### config.mk
export PLATFORM = sky130hd
export DESIGN_NAME = alu_arbiter
export DESIGN_NICKNAME = d
export VERILOG_FILES = /design/src/rtl/alu_arbiter.sv
export SDC_FILE = /design/constraint.sdc
export NUM_CORES = 1
export LEC_CHECK = 0
export CAP_MARGIN = 10
export CORE_UTILIZATION = 26
export CTS_CLUSTER_DIAMETER = 40
export DETAILED_ROUTE_END_ITERATION = 8
export PLACE_DENSITY = 0.59
export REMOVE_ABC_BUFFERS = 1
export SYNTH_ARGS = -nofsm -noshare
export SYNTH_HDL_FRONTEND = slang
export SYNTH_SLANG_ARGS = --single-unit
### constraint.sdc
create_clock -name clk -period 10.95 [get_ports clk]
set_clock_uncertainty 0.1 [all_clocks]
set_input_delay 2.19 -clock clk [delete_from_list [all_inputs] [get_ports clk]]
set_output_delay 2.19 -clock clk [all_outputs]
set_load 0.02 [all_outputs]
### src/rtl/alu_arbiter.sv
// alu_arbiter: round-robin sharing of one alu_core between NREQ requesters.
// Latency: a command granted in cycle t shows up on rsp_* in cycle t+1.
// Backpressure: no grant while the response slot is full and rsp_ready is low;
//   a consume and a grant in the same cycle keep one result per clock flowing.
// Ports: clk/rst_n (async active-low); req_valid/req_ready per-requester
//   handshake (req_ready one-hot); req_opA/req_opB/req_S/req_M/req_Cin packed
//   commands, requester i at [i*w +: w]; rsp_valid/rsp_ready response handshake
//   with rsp_id, rsp_DO, rsp_flags = {C,V,N,Z}.
// Optional: define ALU_ARB_CHAIN_EN to add req_chain, which locks the ALU to one
//   requester and forwards the carry between beats (multi-word arithmetic).

// alu_core: combinational ALU, zero latency, no flow control.
// M=1 arithmetic: dout = A + Y + Cin, Y = B (S=1001), ~B (S=0110), all-ones
//   (S=1111), else 0.  M=0 logic: each result bit is S[{a_bit,b_bit}].
// Flags {C,V,N,Z}; C and V are 0 for logic operations.
module alu_core #(
  parameter int n = 32
) (
  input  logic [n-1:0] a,
  input  logic [n-1:0] b,
  input  logic [3:0]   s,
  input  logic         m,
  input  logic         cin,
  output logic [n-1:0] dout,
  output logic [3:0]   flags
);
  logic [n-1:0] y;
  logic [n:0]   sum;
  logic         c;
  logic         v;

  always_comb begin
    y    = '0;
    sum  = '0;
    dout = '0;
    c    = 1'b0;
    v    = 1'b0;
    if (m) begin
      case (s)
        4'b1001: y = b;
        4'b0110: y = ~b;
        4'b1111: y = '1;
        default: y = '0;
      endcase
      sum  = {1'b0, a} + {1'b0, y} + {{n{1'b0}}, cin};
      dout = sum[n-1:0];
      c    = sum[n];
      // Signed overflow: both addends share a sign the result does not.
      v    = (a[n-1] == y[n-1]) && (dout[n-1] != a[n-1]);
    end else begin
      // S is the truth table of the bitwise function, indexed by {a,b}.
      for (int i = 0; i < n; i++) dout[i] = s[{a[i], b[i]}];
    end
    flags = {c, v, dout[n-1], (dout == '0)};
  end
endmodule

module alu_arbiter #(
  parameter int n    = 32,
  parameter int NREQ = 4,
  parameter int IDW  = 2
) (
  input  logic              clk,
  input  logic              rst_n,
  input  logic [NREQ-1:0]   req_valid,
  output logic [NREQ-1:0]   req_ready,
  input  logic [NREQ*n-1:0] req_opA,
  input  logic [NREQ*n-1:0] req_opB,
  input  logic [NREQ*4-1:0] req_S,
  input  logic [NREQ-1:0]   req_M,
  input  logic [NREQ-1:0]   req_Cin,
`ifdef ALU_ARB_CHAIN_EN
  input  logic [NREQ-1:0]   req_chain,
`endif
  output logic              rsp_valid,
  input  logic              rsp_ready,
  output logic [IDW-1:0]    rsp_id,
  output logic [n-1:0]      rsp_DO,
  output logic [3:0]        rsp_flags
);
  logic [IDW-1:0] ptr;
  logic [IDW-1:0] ptr_nxt;
  logic           slot_free;
  logic           gnt_vld;
  logic [IDW-1:0] gnt_id;
  logic [IDW-1:0] idx;
  int             idx_int;

  logic [n-1:0]   alu_a;
  logic [n-1:0]   alu_b;
  logic [3:0]     alu_s;
  logic           alu_m;
  logic           alu_cin;
  logic [n-1:0]   alu_do;
  logic [3:0]     alu_flags;

`ifdef ALU_ARB_CHAIN_EN
  typedef enum logic {ARB, LOCK} state_t;
  state_t         state;
  logic [IDW-1:0] lock_id;
  logic           carry_q;
`endif

  assign slot_free = !rsp_valid || rsp_ready;

  // Grant selection: first valid requester at or above the pointer, wrapping.
  always_comb begin
    gnt_vld = 1'b0;
    gnt_id  = '0;
    idx     = '0;
    idx_int = 0;
`ifdef ALU_ARB_CHAIN_EN
    if (state == LOCK) begin
      if (req_valid[lock_id]) begin
        gnt_vld = 1'b1;
        gnt_id  = lock_id;
      end
    end else
`endif
    begin
      for (int k = 0; k < NREQ; k++) begin
        idx_int = int'(ptr) + k;
        if (idx_int >= NREQ) idx_int = idx_int - NREQ;
        idx = idx_int[IDW-1:0];
        if (!gnt_vld && req_valid[idx]) begin
          gnt_vld = 1'b1;
          gnt_id  = idx;
        end
      end
    end
    // Reset is folded in so req_ready stays low while rst_n is held.
    if (!slot_free || !rst_n) gnt_vld = 1'b0;
    req_ready = gnt_vld ? (NREQ'(1) << gnt_id) : '0;
  end

  assign ptr_nxt = (gnt_id == IDW'(NREQ - 1)) ? '0 : gnt_id + 1'b1;

  // Shared ALU operands, zeroed when nothing is granted.
  always_comb begin
    alu_a   = '0;
    alu_b   = '0;
    alu_s   = '0;
    alu_m   = 1'b0;
    alu_cin = 1'b0;
    if (gnt_vld) begin
      alu_a   = req_opA[int'(gnt_id)*n +: n];
      alu_b   = req_opB[int'(gnt_id)*n +: n];
      alu_s   = req_S[int'(gnt_id)*4 +: 4];
      alu_m   = req_M[gnt_id];
`ifdef ALU_ARB_CHAIN_EN
      alu_cin = (state == LOCK) ? carry_q : req_Cin[gnt_id];
`else
      alu_cin = req_Cin[gnt_id];
`endif
    end
  end

  alu_core #(.n(n)) u_alu (
    .a     (alu_a),
    .b     (alu_b),
    .s     (alu_s),
    .m     (alu_m),
    .cin   (alu_cin),
    .dout  (alu_do),
    .flags (alu_flags)
  );

  always_ff @(posedge clk or negedge rst_n) begin
    if (!rst_n) begin
      ptr       <= '0;
      rsp_valid <= 1'b0;
      rsp_id    <= '0;
      rsp_DO    <= '0;
      rsp_flags <= '0;
`ifdef ALU_ARB_CHAIN_EN
      state     <= ARB;
      lock_id   <= '0;
      carry_q   <= 1'b0;
`endif
    end else begin
      if (gnt_vld) begin
        rsp_valid <= 1'b1;
        rsp_id    <= gnt_id;
        rsp_DO    <= alu_do;
        rsp_flags <= alu_flags;
      end else if (rsp_ready) begin
        rsp_valid <= 1'b0;
      end
`ifdef ALU_ARB_CHAIN_EN
      if (gnt_vld) begin
        case (state)
          ARB: begin
            ptr <= ptr_nxt;
            if (req_chain[gnt_id]) begin
              state   <= LOCK;
              lock_id <= gnt_id;
              carry_q <= alu_flags[3];
            end
          end
          LOCK: begin
            // Pointer is frozen while locked; it moves past the owner on exit.
            if (req_chain[gnt_id]) begin
              carry_q <= alu_flags[3];
            end else begin
              state <= ARB;
              ptr   <= ptr_nxt;
            end
          end
          default: state <= ARB;
        endcase
      end
`else
      if (gnt_vld) ptr <= ptr_nxt;
`endif
    end
  end
endmodule

* Word level (Yosys, flattened, before mapping)
Index checks and enable logic that the tools add are counted.
** Cells by class
- Magnitude comparators :: 41
- Reductions and logical operators :: 14
- Add/subtract/negate cells :: 10
- Bitwise logic cells :: 1
- Shift-type cells :: 4
- Mux-type cells :: 103
- Eq/ne operators :: 6
** Operator list (number)
- $shiftx A128 B8 Y32 :: 2
- $mux W32 :: 4
- $lt A2 B3 Y1 const B :: 37
- $pmux W32 S3 :: 1
- $bmux W1 S2 :: 38
- $mux W1 :: 49
- $add A32 B32 Y33 :: 1
- $add A33 B1 Y33 :: 1
- $logic_not A32 Y1 :: 1
- $not A32 Y32 :: 1
- $mux W2 :: 9
- $shiftx A16 B5 Y4 :: 1
- $ge A3 B3 Y1 const B :: 3
- $eq A4 B4 Y1 const B :: 2
- $mux W4 :: 2
- $sub A2 B1 Y2 const B :: 4
- $add A2 B2 Y3 const B :: 2
- $logic_not A1 Y1 :: 6
- $eq A4 B3 Y1 const B :: 1
- $logic_and A1 B1 Y1 :: 4
- $shl A1 B2 Y4 const A :: 1
- $add A2 B1 Y3 const B :: 1
- $ge A2 B3 Y1 const B :: 1
- $add A2 B1 Y2 const B :: 1
- other kinds (5) :: 6
** Storage, ports and cells
- Word-level logic and storage cells :: 184
- Register bits after elaboration :: 41
- Output and inout bits :: 43

* Depth between registers and ports, before layout
- Depth after elaboration :: 24
- Gate-level depth with buffers :: 30
- Gate-level depth less buffers :: 25

* Modules after synthesis
A second synthesis with hierarchy kept.
** Second synthesis, totals
- Cells, all modules :: 870
- Area, all modules :: 7504.7 µm²
** Modules (own cells, without submodules)
- alu_core :: cells an instance 509, instances 1, seq. area each 0.0 µm², area each 3757.4 µm²
- alu_arbiter :: cells an instance 361, instances 1, seq. area each 1026.0 µm², area each 3747.3 µm²

* Worst setup path after synthesis
OpenSTA, ideal clock, no wires.
- Path kind :: input -> register
- Start :: input port req_valid[2]
- End :: register rsp_flags[0]
- Slack :: 2809 ps
- Setup time :: 104 ps
- Data arrival time :: 7938 ps
- Stages :: 29
- Data required time :: 10746 ps
- Cell sequence :: nor2b_1 -> or4b_1 -> buf_6 -> nand2_8 -> inv_4 -> buf_4 -> o211ai_1 -> nand2_1 -> clkbuf_1 -> clkbuf_1 -> or4_1 -> clkbuf_1 -> clkbuf_1 -> o211ai_1 -> fa_1 -> inv_1 -> fa_1 -> nor2b_1 -> o31a_1 -> o21ai_0 -> o31ai_1 -> a31oi_1 -> xnor2_1 -> nand2_1 -> o311ai_0 -> or4b_1 -> nor4_2 -> nand4_1 -> o41ai_2
** Between the ends
- Longest elaborated chain between the ends :: 21
** RTL lines
- start: declaration :: RTL line 65 : input logic [NREQ-1:0] req_valid,
- $bmux W1 S2 :: RTL line 125 : if (!gnt_vld && req_valid[idx]) begin
- $mux W1 (not written as such) :: RTL line 125
- $mux W1 :: RTL line 125
- $logic_not A1 Y1 :: RTL line 125
- $logic_and A1 B1 Y1 :: RTL line 125
- $mux W1 :: RTL line 125
- $logic_not A1 Y1 :: RTL line 125
- $logic_and A1 B1 Y1 :: RTL line 125
- [5 not listed]
- $mux W32 / $mux W4 (equally long branches) :: RTL line 145 : if (gnt_vld) begin
- $not A32 Y32, or another cell as far along :: RTL line 41 : 4'b0110: y = ~b;
- $pmux W32 S3 :: RTL line 39 : case (s)
- $mux W32 :: RTL line 38 : if (m) begin
- $add A32 B32 Y33 :: RTL line 45 : sum = {1'b0, a} + {1'b0, y} + {{n{1'b0}}, cin};
- $add A33 B1 Y33 :: RTL line 45
- $mux W32 :: RTL line 38
- $logic_not A32 Y1 :: RTL line 54 : flags = {c, v, dout[n-1], (dout == '0)};
- end signal: assignment :: RTL line 185 : rsp_flags <= alu_flags;
- end: declaration :: RTL line 79 : output logic [3:0] rsp_flags
Parallel ways exist; a longest one is shown, timed or not. The select of a mux whose other input is x is not followed.
A chain may end at the register's enable or synchronous reset.

* Final worst setup path
- Start :: input port req_valid[1]
- End :: register rsp_flags[0]
Same word-level chain as after synthesis.

==> impl_results.md <==
* WL/cell at 18.36 um
* Die Area at 0.02902 mm^2
* Final GP Congestion at 0.9110
* Number of synthesis warnings at 0
* Minimum clock period at 9.400 ns
* IO Port Bufs at 329
* Syn_area_per_cell at 6.816 um^2
* Utilization after layout at just under 40%
* Peak fanout along the critical path at 59
* Num Clock Sinks at 40
* Status: finished clean
* Final net count at 1,675
* First drt pass iteration count at 5
* Syn Inst Count at roughly 1,100
* Netlist cell types at 67
* Initial antenna violation count at 1
* Pre-CTS setup slack at 1.294 ns
* ANT cells at 0
* CTS tree: done
* Row Count at 61
* Vias in the first global route at 8,570
* CTS resizes at 0
* DP Area at 0.01091 mm^2
* Max H-tree Level at 2
* Reg-to-reg startpoint: ptr[0]
* Max rail drop VDD at between 0.1 and 0.15 mV
* Share of layout cells above drive strength 1 at 4.364%
* Leak Pwr at 5.021 nW
* Synthesis-stage register bit count at 40
* Final setup fails at 0
* Vias at between 8,000 and 9,000
* Crit path launch type: input pin
* Initial Util at around a quarter
* Die Span Y at between 150 and 200 um
* # fillers at ~2,900
* Post-synthesis sequential area ratio at a little over an eighth
* Hold WC Path Type: flop to flop
* Synthesized area at roughly 0.0074 mm^2
* Clk buf depth at 2
* Total grt overflow at 0
* Via density at 5.158
* Max_slew headroom at 40.62%
* CP arrival at about 9.5 ns
* FMAX at 0.1064 GHz
* Final wirelength at roughly 32,000 um
* Setup Buffers After CTS at 0
* Post-Layout Inst Area at between 0.01 and 0.015 mm^2
* MaxCap Viol Count at 0
* Area of the multi-input gates at between 0.005 and 0.006 mm^2
* Largest net degree at the start of global routing at 77
* Prevailing post-synth register cell: dfrtp_1
* Final period utilization at a little under nine tenths
* Async SR Flop Fraction at 100.0%
* Detailed placement HPWL at 24,310 um
* Min-delay src: rsp_id[1]
* Pwr Density at 196.2 mW/mm^2
* Root buffer cell: clkbuf_16
* Element type at the critical path end: flop
* 1st-iter DRT viols at 521
* Total chip power at 2.169 mW
* Die width at 170.3 um
* Tot GR Track Use at 21.24%
* Final Max Tran Viols at 0
* Clock Pin Slew Worst Setup and Hold Paths at 0.06 ns
* EDFF count, synth at 0
* Non-filler cells, final at between 1,500 and 2,000
* Worst-skew pair later-pin latency at 0.30 ns
* Setup crit start: req_valid[1]
* CTS Hold Bufs at 0
* RSZ-0062 raised after global routing: no
* Post-route DRC at 0
* Ports at 330
* Core box area at roughly 0.028 mm^2
* CTS buffer count at 5
* Slew at the pin with the worst max-slew slack at a little under 0.9 ns
* Area Growth Syn to Fin at 50.09%
* Fin Hold WS at 0.3785 ns
* Dpl cells at 1,722
* Final Hold Fails at 0
* Fin Setup TNS at 0 ns
* CP Class: input pin to flop
* Post-route ant nets at 0
* Worst Path Required at 11.05 ns
* Final WS setup at 1.550 ns
* Register area at roughly 0.0010 mm^2
* Global-route wire length before repair at about 48,000 um
==> state kept, by name (all words and copies together), names as in the netlist <==
name	cells
ptr	2
rsp_DO	31
rsp_flags	4
rsp_valid	1
rsp_id	2
==> routing by layer <==
metal / vias to the layer above / wire length [um] / global-route usage, %
met4: 0 / 486 / 4.661
met2: 321 / 14980 / 36.51
met1: 4177 / 13960 / 27.23
met3: 27 / 2334 / 4.163
li1: 4399 / - / -
met5: - / 0 / 0
==> critical path: stages <==
cell and delay, ns:
clkdlybuf4s50_1 0.56, nor2_1 0.08, or4b_1 0.74, nand2_8 0.39
inv_4 0.24, o211ai_1 0.33, nand2_1 0.08, buf_4 0.22
or4_1 0.72, o211ai_1 0.22, fa_1 0.23, inv_1 0.05
fa_1 0.40, nor2b_1 0.16, o31a_1 0.20, o21ai_0 0.24
o31ai_1 0.61, a31oi_1 0.20, xnor2_1 0.16, nand2_1 0.07
o311ai_0 0.17, or4b_1 0.56, nor4_2 0.15, nand4_1 0.18
o41ai_2 0.31
==> power breakdown <==
part / switching (mW) / internal [mW]
combinational: 1.03 / 0.721
clock: 0.0718 / 0.0853
sequential: 0.0465 / 0.215
total: 1.15 / 1.02
==> cells in the final DEF, fill, tap and decap left out, types with 13 or more instances in the layout <==
cell type	instances
xnor2_1	16
mux2_2	16
dfrtp_1	40
nand3_1	96
mux2i_1	108
o21ai_0	49
a21oi_1	77
a22o_1	13
o211ai_1	32
xor2_1	14
a21o_1	28
inv_1	20
clkdlybuf4s50_1	328
and3_1	15
nor2_1	33
ha_1	35
nand2_1	274
buf_4	18
==> cell type report <==
| cell class | instances | share of cell area (%) |
|---|---|---|
| timing repair buffer | 348 | 31.13 |
| clock inverter | 2 | 0.1471 |
| sequential | 40 | 9.051 |
| clock buffer | 6 | 1.165 |
| tap | 378 | 4.276 |
| inverter | 22 | 0.7693 |
| multi-input combinational | 934 | 53.46 |
==> cells by family (layout without fill, tap and decap cells) <==
family                     after synthesis  after routing  share of synthesized area (%)
DFF                                     40             40                          13.58
buffers and inverters                  107            378                          6.487
and+or+nand+nor                        474            474                          28.60
AOI/OAI and AO/OA                      267            267                          23.76
xor gates and xnor gates                30             30                          3.566
adders and majority gates               37             37                          6.487
muxes                                  126            126                          17.52
==> cells in the mapped netlist, types with 5 or more instances <==
cell | n | area, um^2
nand2_1 | 274 | 1028
mux2i_1 | 108 | 1081
nand3_1 | 96 | 480.5
a21oi_1 | 77 | 385.4
o21ai_0 | 49 | 245.2
clkbuf_1 | 47 | 176.4
dfrtp_1 | 40 | 1001
ha_1 | 35 | 437.9
nor2_1 | 34 | 127.6
o211ai_1 | 32 | 240.2
a21o_1 | 28 | 210.2
buf_2 | 23 | 115.1
inv_1 | 20 | 75.07
mux2_2 | 16 | 180.2
xnor2_1 | 16 | 140.1
and3_1 | 15 | 93.84
xor2_1 | 14 | 122.6
a22o_1 | 13 | 113.9
a22oi_1 | 12 | 90.09
nand4_1 | 10 | 62.56
nor2b_1 | 10 | 62.56
nor3_1 | 8 | 40.04
o22ai_1 | 8 | 50.05
and2_1 | 7 | 43.79
buf_1 | 7 | 26.28
o21a_1 | 7 | 52.55
a31oi_1 | 5 | 31.28
nand2b_1 | 5 | 31.28
==> worst paths after layout <==
kind	to	slack, ns	cells past startpoint
worst max-delay path	rsp_flags[0]	1.55	25
worst min-delay path	rsp_id[1]	0.38	2
worst max register to register	rsp_flags[0]	3.61	24
worst min register to register	rsp_id[1]	0.38	2
max in group asynchronous	rsp_DO[8]	8.47	2
min in group asynchronous	rsp_valid	1.88	2
No activity file was read; power rests on OpenSTA's default activity.
